### src/rtl/mul_sched_if.sv
// mul_sched_if: requester, multiplier and response signals of the multiplier scheduler.
// Latency: none; this file only groups wires.
// Backpressure: req_valid/req_ready per requester; rsp_valid has no backpressure.
interface mul_sched_if #(
  parameter int NUM_REQ  = 4,
  parameter int DATA_LEN = 32
);
  localparam int ID_W = (NUM_REQ > 1) ? $clog2(NUM_REQ) : 1;

  logic [NUM_REQ-1:0]          req_valid;
  logic [NUM_REQ-1:0]          req_ready;
  logic [NUM_REQ*DATA_LEN-1:0] req_a;
  logic [NUM_REQ*DATA_LEN-1:0] req_b;
  logic [DATA_LEN-1:0]         mul_a;
  logic [DATA_LEN-1:0]         mul_b;
  logic [DATA_LEN-1:0]         mul_result;
  logic                        mul_reset;
  logic                        flush;
  logic                        rsp_valid;
  logic [ID_W-1:0]             rsp_id;
  logic [DATA_LEN-1:0]         rsp_result;
  logic                        busy;

  // Requesters plus the external multiplier: drives operands, flush and the product.
  modport master (
    output req_valid, req_a, req_b, mul_result, flush,
    input  req_ready, mul_a, mul_b, mul_reset, rsp_valid, rsp_id, rsp_result, busy
  );

  // The scheduler itself.
  modport slave (
    input  req_valid, req_a, req_b, mul_result, flush,
    output req_ready, mul_a, mul_b, mul_reset, rsp_valid, rsp_id, rsp_result, busy
  );
endinterface

### src/rtl/mul_sched.sv
// mul_sched: round-robin scheduler sharing one pipelined multiplier among NUM_REQ requesters.
// Latency: PIPELINE_STAGE+1 cycles from the accepting edge to rsp_valid; one grant per cycle.
// Backpressure: combinational req_ready per requester, one op outstanding each; flush drops in-flight work.
module mul_sched #(
  parameter int NUM_REQ        = 4,
  parameter int DATA_LEN       = 32,
  parameter int PIPELINE_STAGE = 2
) (
  input logic        clk,
  input logic        reset,
  mul_sched_if.slave bus
);
  localparam int ID_W  = (NUM_REQ > 1) ? $clog2(NUM_REQ) : 1;
  localparam int CNT_W = $clog2(PIPELINE_STAGE + 2);
  localparam logic [CNT_W-1:0] FLUSH_LEN = CNT_W'(PIPELINE_STAGE + 1);
  localparam logic [CNT_W-1:0] CNT_ONE   = CNT_W'(1);
  localparam logic [ID_W-1:0]  LAST_ID   = ID_W'(NUM_REQ - 1);

  typedef enum logic {ST_RUN = 1'b0, ST_FLUSH = 1'b1} state_t;

  state_t                r_state;
  state_t                w_state_nxt;
  logic [CNT_W-1:0]      r_flush_cnt;
  logic [ID_W-1:0]       r_rr_ptr;       // first index searched next cycle
  logic [NUM_REQ-1:0]    r_outstanding;

  logic                  w_run_ok;       // grants allowed this cycle
  logic                  w_clear;        // drop all in-flight work at the next edge
  logic [NUM_REQ-1:0]    w_eligible;
  logic                  w_grant_vld;
  logic [ID_W-1:0]       w_grant_id;
  logic [NUM_REQ-1:0]    w_grant_oh;
  logic [DATA_LEN-1:0]   w_sel_a;
  logic [DATA_LEN-1:0]   w_sel_b;

  // Tag riding alongside mul_a/mul_b, then a PIPELINE_STAGE-deep delay line
  // so the tail lines up with the cycle in which mul_result is valid.
  logic                  r_op_vld;
  logic [ID_W-1:0]       r_op_id;
  logic [PIPELINE_STAGE-1:0] r_tag_vld;
  logic [ID_W-1:0]       r_tag_id [PIPELINE_STAGE];
  logic                  w_rsp_fire;
  logic [ID_W-1:0]       w_tail_id;
  logic [NUM_REQ-1:0]    w_rsp_clr;

  logic [DATA_LEN-1:0]   r_mul_a;
  logic [DATA_LEN-1:0]   r_mul_b;
  logic                  r_rsp_vld;
  logic [ID_W-1:0]       r_rsp_id;
  logic [DATA_LEN-1:0]   r_rsp_result;
  logic                  w_mul_reset;
  logic                  w_busy;

  assign w_run_ok   = (r_state == ST_RUN) && !bus.flush;
  assign w_clear    = (r_state == ST_FLUSH) || bus.flush;
  assign w_eligible = w_run_ok ? (bus.req_valid & ~r_outstanding) : '0;
  assign w_tail_id  = r_tag_id[PIPELINE_STAGE-1];
  assign w_rsp_fire = r_tag_vld[PIPELINE_STAGE-1] && !w_clear;

  // FSM state register.
  always_ff @(posedge clk or posedge reset) begin
    if (reset) begin
      r_state <= ST_RUN;
    end else begin
      r_state <= w_state_nxt;
    end
  end

  // FSM next state: flush enters FLUSH, counter expiry returns to RUN.
  always_comb begin
    w_state_nxt = r_state;
    case (r_state)
      ST_RUN:   if (bus.flush) w_state_nxt = ST_FLUSH;
      ST_FLUSH: if (!bus.flush && (r_flush_cnt == CNT_ONE)) w_state_nxt = ST_RUN;
      default:  w_state_nxt = ST_RUN;
    endcase
  end

  // FSM outputs: multiplier clear during FLUSH, busy while anything is in flight.
  always_comb begin
    w_mul_reset = (r_state == ST_FLUSH);
    w_busy      = (r_state == ST_FLUSH) || (|r_outstanding);
  end

  // FLUSH length counter; any flush pulse (re)loads the full length.
  always_ff @(posedge clk or posedge reset) begin
    if (reset) begin
      r_flush_cnt <= '0;
    end else if (bus.flush) begin
      r_flush_cnt <= FLUSH_LEN;
    end else if (r_state == ST_FLUSH) begin
      r_flush_cnt <= r_flush_cnt - CNT_ONE;
    end
  end

  // Round-robin search starting at r_rr_ptr among eligible requesters.
  always_comb begin
    logic [ID_W-1:0] idx;
    w_grant_vld = 1'b0;
    w_grant_id  = '0;
    idx         = '0;
    for (int k = 0; k < NUM_REQ; k++) begin
      idx = ID_W'((int'(r_rr_ptr) + k) % NUM_REQ);
      if (!w_grant_vld && w_eligible[idx]) begin
        w_grant_vld = 1'b1;
        w_grant_id  = idx;
      end
    end
  end

  // One-hot grant (also req_ready) and operand mux for the winner.
  always_comb begin
    w_grant_oh = '0;
    w_sel_a    = '0;
    w_sel_b    = '0;
    for (int k = 0; k < NUM_REQ; k++) begin
      if (w_grant_vld && (w_grant_id == ID_W'(k))) begin
        w_grant_oh[k] = 1'b1;
        w_sel_a       = bus.req_a[k*DATA_LEN +: DATA_LEN];
        w_sel_b       = bus.req_b[k*DATA_LEN +: DATA_LEN];
      end
    end
  end

  // One-hot of the requester whose response is being registered this edge.
  always_comb begin
    w_rsp_clr = '0;
    for (int k = 0; k < NUM_REQ; k++) begin
      if (w_rsp_fire && (w_tail_id == ID_W'(k))) w_rsp_clr[k] = 1'b1;
    end
  end

  // Round-robin pointer moves past the last grant; untouched by FLUSH.
  always_ff @(posedge clk or posedge reset) begin
    if (reset) begin
      r_rr_ptr <= '0;
    end else if (w_grant_vld) begin
      r_rr_ptr <= (w_grant_id == LAST_ID) ? '0 : w_grant_id + ID_W'(1);
    end
  end

  // Outstanding bits: set on grant, cleared as the response is raised.
  always_ff @(posedge clk or posedge reset) begin
    if (reset) begin
      r_outstanding <= '0;
    end else if (w_clear) begin
      r_outstanding <= '0;
    end else begin
      r_outstanding <= (r_outstanding & ~w_rsp_clr) | w_grant_oh;
    end
  end

  // Multiplier operand registers and their tag; zero on idle cycles.
  always_ff @(posedge clk or posedge reset) begin
    if (reset) begin
      r_mul_a  <= '0;
      r_mul_b  <= '0;
      r_op_vld <= 1'b0;
      r_op_id  <= '0;
    end else begin
      r_mul_a  <= w_grant_vld ? w_sel_a : '0;
      r_mul_b  <= w_grant_vld ? w_sel_b : '0;
      r_op_vld <= w_grant_vld;
      r_op_id  <= w_grant_id;
    end
  end

  // Tag delay line matching the multiplier latency; wiped during flush.
  always_ff @(posedge clk or posedge reset) begin
    if (reset) begin
      r_tag_vld <= '0;
      for (int k = 0; k < PIPELINE_STAGE; k++) r_tag_id[k] <= '0;
    end else if (w_clear) begin
      r_tag_vld <= '0;
      for (int k = 0; k < PIPELINE_STAGE; k++) r_tag_id[k] <= '0;
    end else begin
      r_tag_vld[0] <= r_op_vld;
      r_tag_id[0]  <= r_op_id;
      for (int k = 1; k < PIPELINE_STAGE; k++) begin
        r_tag_vld[k] <= r_tag_vld[k-1];
        r_tag_id[k]  <= r_tag_id[k-1];
      end
    end
  end

  // Response registers: capture the product when the tag tail is valid.
  always_ff @(posedge clk or posedge reset) begin
    if (reset) begin
      r_rsp_vld    <= 1'b0;
      r_rsp_id     <= '0;
      r_rsp_result <= '0;
    end else begin
      r_rsp_vld <= w_rsp_fire;
      if (w_rsp_fire) begin
        r_rsp_id     <= w_tail_id;
        r_rsp_result <= bus.mul_result;
      end
    end
  end

  assign bus.req_ready  = w_grant_oh;
  assign bus.mul_a      = r_mul_a;
  assign bus.mul_b      = r_mul_b;
  assign bus.mul_reset  = w_mul_reset;
  assign bus.rsp_valid  = r_rsp_vld;
  assign bus.rsp_id     = r_rsp_id;
  assign bus.rsp_result = r_rsp_result;
  assign bus.busy       = w_busy;
endmodule

### src/flat_wrapper.sv
// flat-port wrapper written by rule: the top's interface ports become plain ports
module mul_sched_flat 
#(
  parameter int NUM_REQ        = 4,
  parameter int DATA_LEN       = 32,
  parameter int PIPELINE_STAGE = 2
)
  (clk, reset, bus_req_valid, bus_req_a, bus_req_b, bus_mul_result, bus_flush, bus_req_ready, bus_mul_a, bus_mul_b, bus_mul_reset, bus_rsp_valid, bus_rsp_id, bus_rsp_result, bus_busy);
  mul_sched_if #(.NUM_REQ(NUM_REQ), .DATA_LEN(DATA_LEN)) bus_i ();
  input logic clk;
  input logic reset;
  input wire logic [$bits(bus_i.req_valid)-1:0] bus_req_valid;
  input wire logic [$bits(bus_i.req_a)-1:0] bus_req_a;
  input wire logic [$bits(bus_i.req_b)-1:0] bus_req_b;
  input wire logic [$bits(bus_i.mul_result)-1:0] bus_mul_result;
  input wire logic [$bits(bus_i.flush)-1:0] bus_flush;
  output wire logic [$bits(bus_i.req_ready)-1:0] bus_req_ready;
  output wire logic [$bits(bus_i.mul_a)-1:0] bus_mul_a;
  output wire logic [$bits(bus_i.mul_b)-1:0] bus_mul_b;
  output wire logic [$bits(bus_i.mul_reset)-1:0] bus_mul_reset;
  output wire logic [$bits(bus_i.rsp_valid)-1:0] bus_rsp_valid;
  output wire logic [$bits(bus_i.rsp_id)-1:0] bus_rsp_id;
  output wire logic [$bits(bus_i.rsp_result)-1:0] bus_rsp_result;
  output wire logic [$bits(bus_i.busy)-1:0] bus_busy;
  assign bus_i.req_valid = bus_req_valid;
  assign bus_i.req_a = bus_req_a;
  assign bus_i.req_b = bus_req_b;
  assign bus_i.mul_result = bus_mul_result;
  assign bus_i.flush = bus_flush;
  assign bus_req_ready = bus_i.req_ready;
  assign bus_mul_a = bus_i.mul_a;
  assign bus_mul_b = bus_i.mul_b;
  assign bus_mul_reset = bus_i.mul_reset;
  assign bus_rsp_valid = bus_i.rsp_valid;
  assign bus_rsp_id = bus_i.rsp_id;
  assign bus_rsp_result = bus_i.rsp_result;
  assign bus_busy = bus_i.busy;
  mul_sched #(.NUM_REQ(NUM_REQ), .DATA_LEN(DATA_LEN), .PIPELINE_STAGE(PIPELINE_STAGE)) u_core (.clk(clk), .reset(reset), .bus(bus_i));
endmodule
### config.mk
export PLATFORM = sky130hd
export DESIGN_NAME = mul_sched_flat
export DESIGN_NICKNAME = d
export VERILOG_FILES = /design/src/rtl/mul_sched_if.sv /design/src/rtl/mul_sched.sv /design/src/flat_wrapper.sv
export SDC_FILE = /design/constraint.sdc
export NUM_CORES = 1
export LEC_CHECK = 0
export CAP_MARGIN = 5
export CORE_AREA = 2 2 155 157
export DETAILED_ROUTE_END_ITERATION = 16
export DIE_AREA = 0 0 157 159
export GPL_ROUTABILITY_DRIVEN = 0
export PLACE_DENSITY = 0.63
export REMOVE_ABC_BUFFERS = 1
export SYNTH_ARGS = -nofsm -noshare
export SYNTH_HDL_FRONTEND = slang
export SYNTH_SLANG_ARGS = --single-unit
### constraint.sdc
create_clock -name clk -period 6.6 [get_ports clk]
set_clock_uncertainty 0.1 [all_clocks]
set_input_delay 0.66 -clock clk [delete_from_list [all_inputs] [get_ports clk]]
set_output_delay 0.66 -clock clk [all_outputs]
set_load 0.02 [all_outputs]
==> results.yml, run 1 <==
outcome:
  outcome: "finished, final reports clean"
synthesis:
  synth_top_cells_by_area: "dfrtp_1, a221o_1, a21oi_2"
  synth_area_leader_cell: "dfrtp_1"
  synth_edf_count: 0
  yosysTopAreaCellShare_pct: 44.61
  ys.flop_type: "dfrtp_1"
  yosysSeqAreaShare_pct: 44.61
  mappedNetlistArea_sq_um: 6564
  async_flop_share_pct: 100.0
  ys_ff_latch: 117
  synth_cell_types: 40
  avgSynthCellArea_sq_um: 9.991
  yosysWarnings: 0
  syn_inst: 657
floorplanning:
  row_count: 56
  ioPinCount: 400
  die_x_um: 157
  die_area_sq_um: 24960
  coreArea_sq_um: 23190
  fp.dieH_um: 159
  start_util_pct: 28.30
worst_setup_path:
  critPathArrivalTime_ps: 3910
  endpoint_kind: "output pin"
  worstPathRequired_ps: 5840
  crit_type: "input port to output pin"
  crit_fanout: 57
  worst_setup_path_start_kind: "input port"
cts:
  numCtsBuffers: 17
  cts_sinks: 117
  cts-hold-fix-buffers: 0
  root_buffer: "clkbuf_16"
  cts_tree: "built"
  htreeDepth: 4
  cts_resized: 0
  clk_path_buf_depth: 2
  path_clk_slew_ps: 60
  clk_latency_ps: 400
  post_cts_buffers: 0
sta:
  hold_viol: 0
  min_period_over_period_pct: 70.71
  post-route-min-period_ps: 4667
  postLayoutSetupSlackWorst_ps: 1933
  slew_viol_final: 0
  slew_headroom_pct: 33.94
  finalSetupTns_ps: 0
  rsz0062_at_grt: "false"
  tightest_slew_ps: 991.0
  fmax_mhz: 214.3
  setup-violations-final: 0
final_layout:
  nFillCells: 2213
  drive_gt1_share_pct: 14.62
  final_cell_mix: "clkdlybuf4s50_1, dfrtp_1, a21oi_1"
  area_delta_synth_final_pct: 73.79
  seqCellArea_sq_um: 2928
  multi_input_area_sq_um: 3114
  layout_commonest_cell: "clkdlybuf4s50_1"
  final_nets: 1320
  final_cells: 1352
  diodes: 0
placement:
  io_buffers: 399
  dp_cells: 1320
  pre_cts_ws_ps: 1939
  dp_hpwl_mm: 17.00
global_routing:
  antenna_found_initial: 0
  grt_pass1_vias: 6219
  grtUsageTotal_pct: 18.18
  grt_overflow: 0
  grt_max_degree: 81
  grt_pass1_wl_mm: 35.07
drt:
  dr_total_vias: 6361
  firstDrtPassIters: 4
  ant_nets: 0
  wirelength_mm: 23.35
  first_iter_violations: 299
  wire_per_inst_um: 17.27
  drc: 0
  viasPerCell: 4.705
power_and_ir_drop:
  p_per_area_nw_per_um2: 265.1
  p_leak_nw: 4.733
  finalPower_mw: 3.025
  vdd_ir_drop_max_mv: 0.1660
run:
  drv_cap: 0
hold_path:
  min_path_type: "flop to flop"
[layout make-up]
class | instances | share of cell area [%]
Clock buffer | 19 | 3.971
Sequential cell | 117 | 25.67
Multi-Input combinational cell | 407 | 27.30
Clock inverter | 13 | 1.700
Inverter | 70 | 2.325
Tap cell | 319 | 3.499
Timing Repair Buffer | 407 | 35.54
[path summary, 6_finish.rpt]
kind / startpoint / cells after the start / slack (ps) / to
worst max register to register: u_core.bus.mul_reset / 8 / 2700 / u_core.bus.mul_a[11]
worst max-delay path: bus_flush / 7 / 1930 / bus_req_ready[3]
max in group asynchronous: reset / 3 / 4460 / u_core.r_op_vld
min in group asynchronous: reset / 2 / 640 / u_core.bus.mul_b[13]
worst min-delay path: u_core.r_op_id[1] / 1 / 340 / u_core.r_tag_id[3]
worst min register to register: u_core.r_op_id[1] / 1 / 340 / u_core.r_tag_id[3]
[per-layer routing]
layer | part of all wire, % | global-route usage [%]
met5 | 0 | 0
met4 | 1.6 | 5.421
met3 | 8.3 | 5.171
met2 | 49 | 31.54
met1 | 42 | 21.71
[synthesized netlist by cell type, types with 2 or more instances]
| cell type | instances |
|---|---|
| dfrtp_1 | 117 |
| a21oi_1 | 69 |
| inv_1 | 69 |
| nand2_1 | 67 |
| nand3b_1 | 66 |
| a221o_1 | 64 |
| a21oi_2 | 60 |
| clkbuf_1 | 41 |
| mux2_2 | 34 |
| buf_2 | 9 |
| buf_6 | 8 |
| and2_1 | 7 |
| buf_1 | 5 |
| ha_1 | 5 |
| a32o_1 | 4 |
| and2_2 | 4 |
| o211ai_1 | 3 |
| nor2_1 | 2 |
| nor4b_2 | 2 |
[report_power, final]
part	total [mW]	internal [mW]	switching, mW
clock network	1.01	0.658	0.356
registers	0.853	0.808	0.0448
logic	1.16	0.583	0.575
[state kept, by name, indices dropped and copies added, names as in the netlist, 4 cells and up]
name                   cells
u_core.bus.rsp_result     32
u_core.bus.mul_b          32
u_core.r_outstanding       4
u_core.bus.mul_a          32
[logic make-up after synthesis]
logic type      share of synthesized area, %
simple gates                           14.64
flops                                  44.61
xor+xnor                              0.1335
buf+inv                                8.692
fa+ha+maj                             0.9531
compound gates                         24.91
mux                                    6.062
[worst max-delay path, cell delays in order]
cell and delay [ps]:
clkdlybuf4s50_1 560, or4b_1 600, a211oi_1 300, o22a_1 320
ha_4 600, and2_2 260, clkdlybuf4s50_1 590
[stage by stage]
stage               util (%)  area (sq um)  hold WS [ps]
floorplan                  -          6256         327.7
global placement       46.40         10760         330.1
detailed placement     46.40         10760         338.3
CTS                    49.19         11410         345.8
global route           49.19         11410         369.8
finish                 49.19         11410         337.7
(Power assumes the default switching activity.)
==> run 2, diff against run 1 <==
--- a/config.mk
+++ b/config.mk
@@ -10,7 +10,7 @@
 export DETAILED_ROUTE_END_ITERATION = 16
 export DIE_AREA = 0 0 157 159
 export GPL_ROUTABILITY_DRIVEN = 0
-export PLACE_DENSITY = 0.63
+export PLACE_DENSITY = 0.65
 export REMOVE_ABC_BUFFERS = 1
 export SYNTH_ARGS = -nofsm -noshare
 export SYNTH_HDL_FRONTEND = slang
==> constraint.sdc (replaced) <==
create_clock -name clk -period 3.8 [get_ports clk]
set_clock_uncertainty 0.1 [all_clocks]
set_input_delay 0.38 -clock clk [delete_from_list [all_inputs] [get_ports clk]]
set_output_delay 0.38 -clock clk [all_outputs]
set_load 0.02 [all_outputs]
==> results.yml, run 2 (synthesis gave the netlist of run 1 again) <==
outcome:
  outcome: "finished, final reports clean"
drt:
  viasPerCell: 4.781
  first_iter_violations: 298
  firstDrtPassIters: 7
  dr_total_vias: 6502
  ant_nets: 0
  drc: 0
  wire_per_inst_um: 17.79
  wirelength_mm: 24.20
final_layout:
  diodes: 0
  final_nets: 1328
  final_util_pct: 49.67
  area_delta_synth_final_pct: 75.51
  drive_gt1_share_pct: 15.47
  nFillCells: 2161
  design_area_sq_um: 11520
  layout_commonest_cell: "clkdlybuf4s50_1"
  final_cell_mix: "clkdlybuf4s50_1, dfrtp_1, a21oi_1"
run:
  drv_cap: 0
sta:
  postLayoutSetupSlackWorst_ps: 100.8
  rsz0062_at_grt: "false"
  setup-violations-final: 0
  slew_viol_final: 0
  holdWs_ps: 341.6
  post-route-min-period_ps: 3699
  slew_headroom_pct: 41.53
  min_period_over_period_pct: 97.35
  hold_viol: 0
  tightest_slew_ps: 877.1
  fmax_mhz: 270.3
worst_setup_path:
  r2r_cells: 8
  rrSetupSlack_ps: 760
  r2r_end: "u_core.bus.mul_b[1]"
  endpoint_kind: "output pin"
  worst_setup_path_start_kind: "input port"
  reg2reg_from: "u_core.bus.mul_reset"
  critPathArrivalTime_ps: 3220
  crit_fanout: 7
  crit_type: "input port to output pin"
  worstPathRequired_ps: 3320
cts:
  clk_latency_ps: 410
  numCtsBuffers: 17
  cts-hold-fix-buffers: 0
  path_clk_slew_ps: 60
  cts_sinks: 117
  cts_resized: 0
  post_cts_buffers: 0
  htreeDepth: 4
  root_buffer: "clkbuf_16"
  cts_tree: "built"
  clk_path_buf_depth: 2
hold_path:
  min_path_type: "flop to flop"
  hp-start: "u_core.r_op_vld"
  min_to: "u_core.r_tag_vld[0]"
  holdPathStages: 1
power_and_ir_drop:
  seq_power_share_pct: 28.5
  p_int_mw: 3.485
  power_switching_mw: 1.741
  pwr-share-comb_pct: 39.6
  power_frac_clock_pct: 31.9
  p_per_area_nw_per_um2: 453.6
  vdd_ir_drop_max_mv: 0.2582
  swShare_pct: 33.31
  p_leak_nw: 4.781
global_routing:
  grt_pass1_wl_mm: 36.31
  grt_pass1_vias: 6529
  antenna_found_initial: 0
  grtUsageTotal_pct: 18.84
  grt_overflow: 0
  grt_max_degree: 130
placement:
  dp_hpwl_mm: 17.44
  pre_cts_ws_ps: 137.2
  post_dp_cell_area_sq_um: 10900
  io_buffers: 399
floorplanning:
  fp.dieH_um: 159
  row_count: 56
  die_area_sq_um: 24960
  die_x_um: 157
  ioPinCount: 400
  start_util_pct: 28.30
  coreArea_sq_um: 23190
==> run 2: cell types whose count changed in the layout (fill, tap and decap cells not counted), sizes merged <==
cell,before,now
buf,8,16
clkinvlp,1,2
bufinv,4,2
inv,73,75
clkbuf,19,20
clkinv,5,3
==> run 2: worst max path at each step <==
stage                                     from                to  slack [ps]  cells past startpoint
after floorplan           u_core.bus.mul_reset  bus_req_ready[0]       -3280                      4
after global placement               bus_flush  bus_req_ready[0]         180                      7
after detailed placement             bus_flush  bus_req_ready[0]         140                      7
after CTS                 u_core.bus.mul_reset  bus_req_ready[0]          80                      6
after global routing                 bus_flush  bus_req_ready[2]           5                      7
final                                bus_flush  bus_req_ready[0]         100                      7
==> run 2: cell type report <==
type	count	area [sq um]	share of cell area [%]
clock buffers	20	466.7	4.051
clock inverters	12	141.4	1.227
inverters	70	265.3	2.303
multi-input cells	407	3129	27.16
flip-flops and latches	117	2929	25.43
well taps	319	399.1	3.465
repair buffers	415	4189	36.36
==> run 2: power groups by stage <==
stage | clock [mW] | combinational, mW | sequential [mW]
finish | 1.67 | 2.07 | 1.49
global route | 1.78 | 2.23 | 1.51
CTS | 1.71 | 2.09 | 1.49
detailed placement | 0 | 2.08 | 1.51
global placement | 0 | 2.07 | 1.50
floorplan | 0 | 1.05 | 1.66
==> run 2: layer usage <==
layer / vias up / GRT usage (%) / wire length [um]
li1: 3079 / - / -
met1: 3096 / 21.24 / 9554
met2: 301 / 34.11 / 12230
met3: 26 / 5.362 / 2011
met4: 0 / 5.671 / 396
met5: - / 0 / 0
==> run 2: stage by stage <==
stage                     TNS [ps]  total power, mW  instances
after floorplan            -159130            2.715        594
after global placement           0            3.573       1328
after detailed placement         0            3.593       1328
after CTS                        0            5.292       1360
after global routing             0            5.523       1360
final                            0            5.226       1360
==> run 2: critical path: stages <==
cell and delay (ps):
clkdlybuf4s50_1 600, or4b_1 620, or3_4 400, o211ai_1 170, ha_2 300, and2_2 140, clkdlybuf4s50_1 610
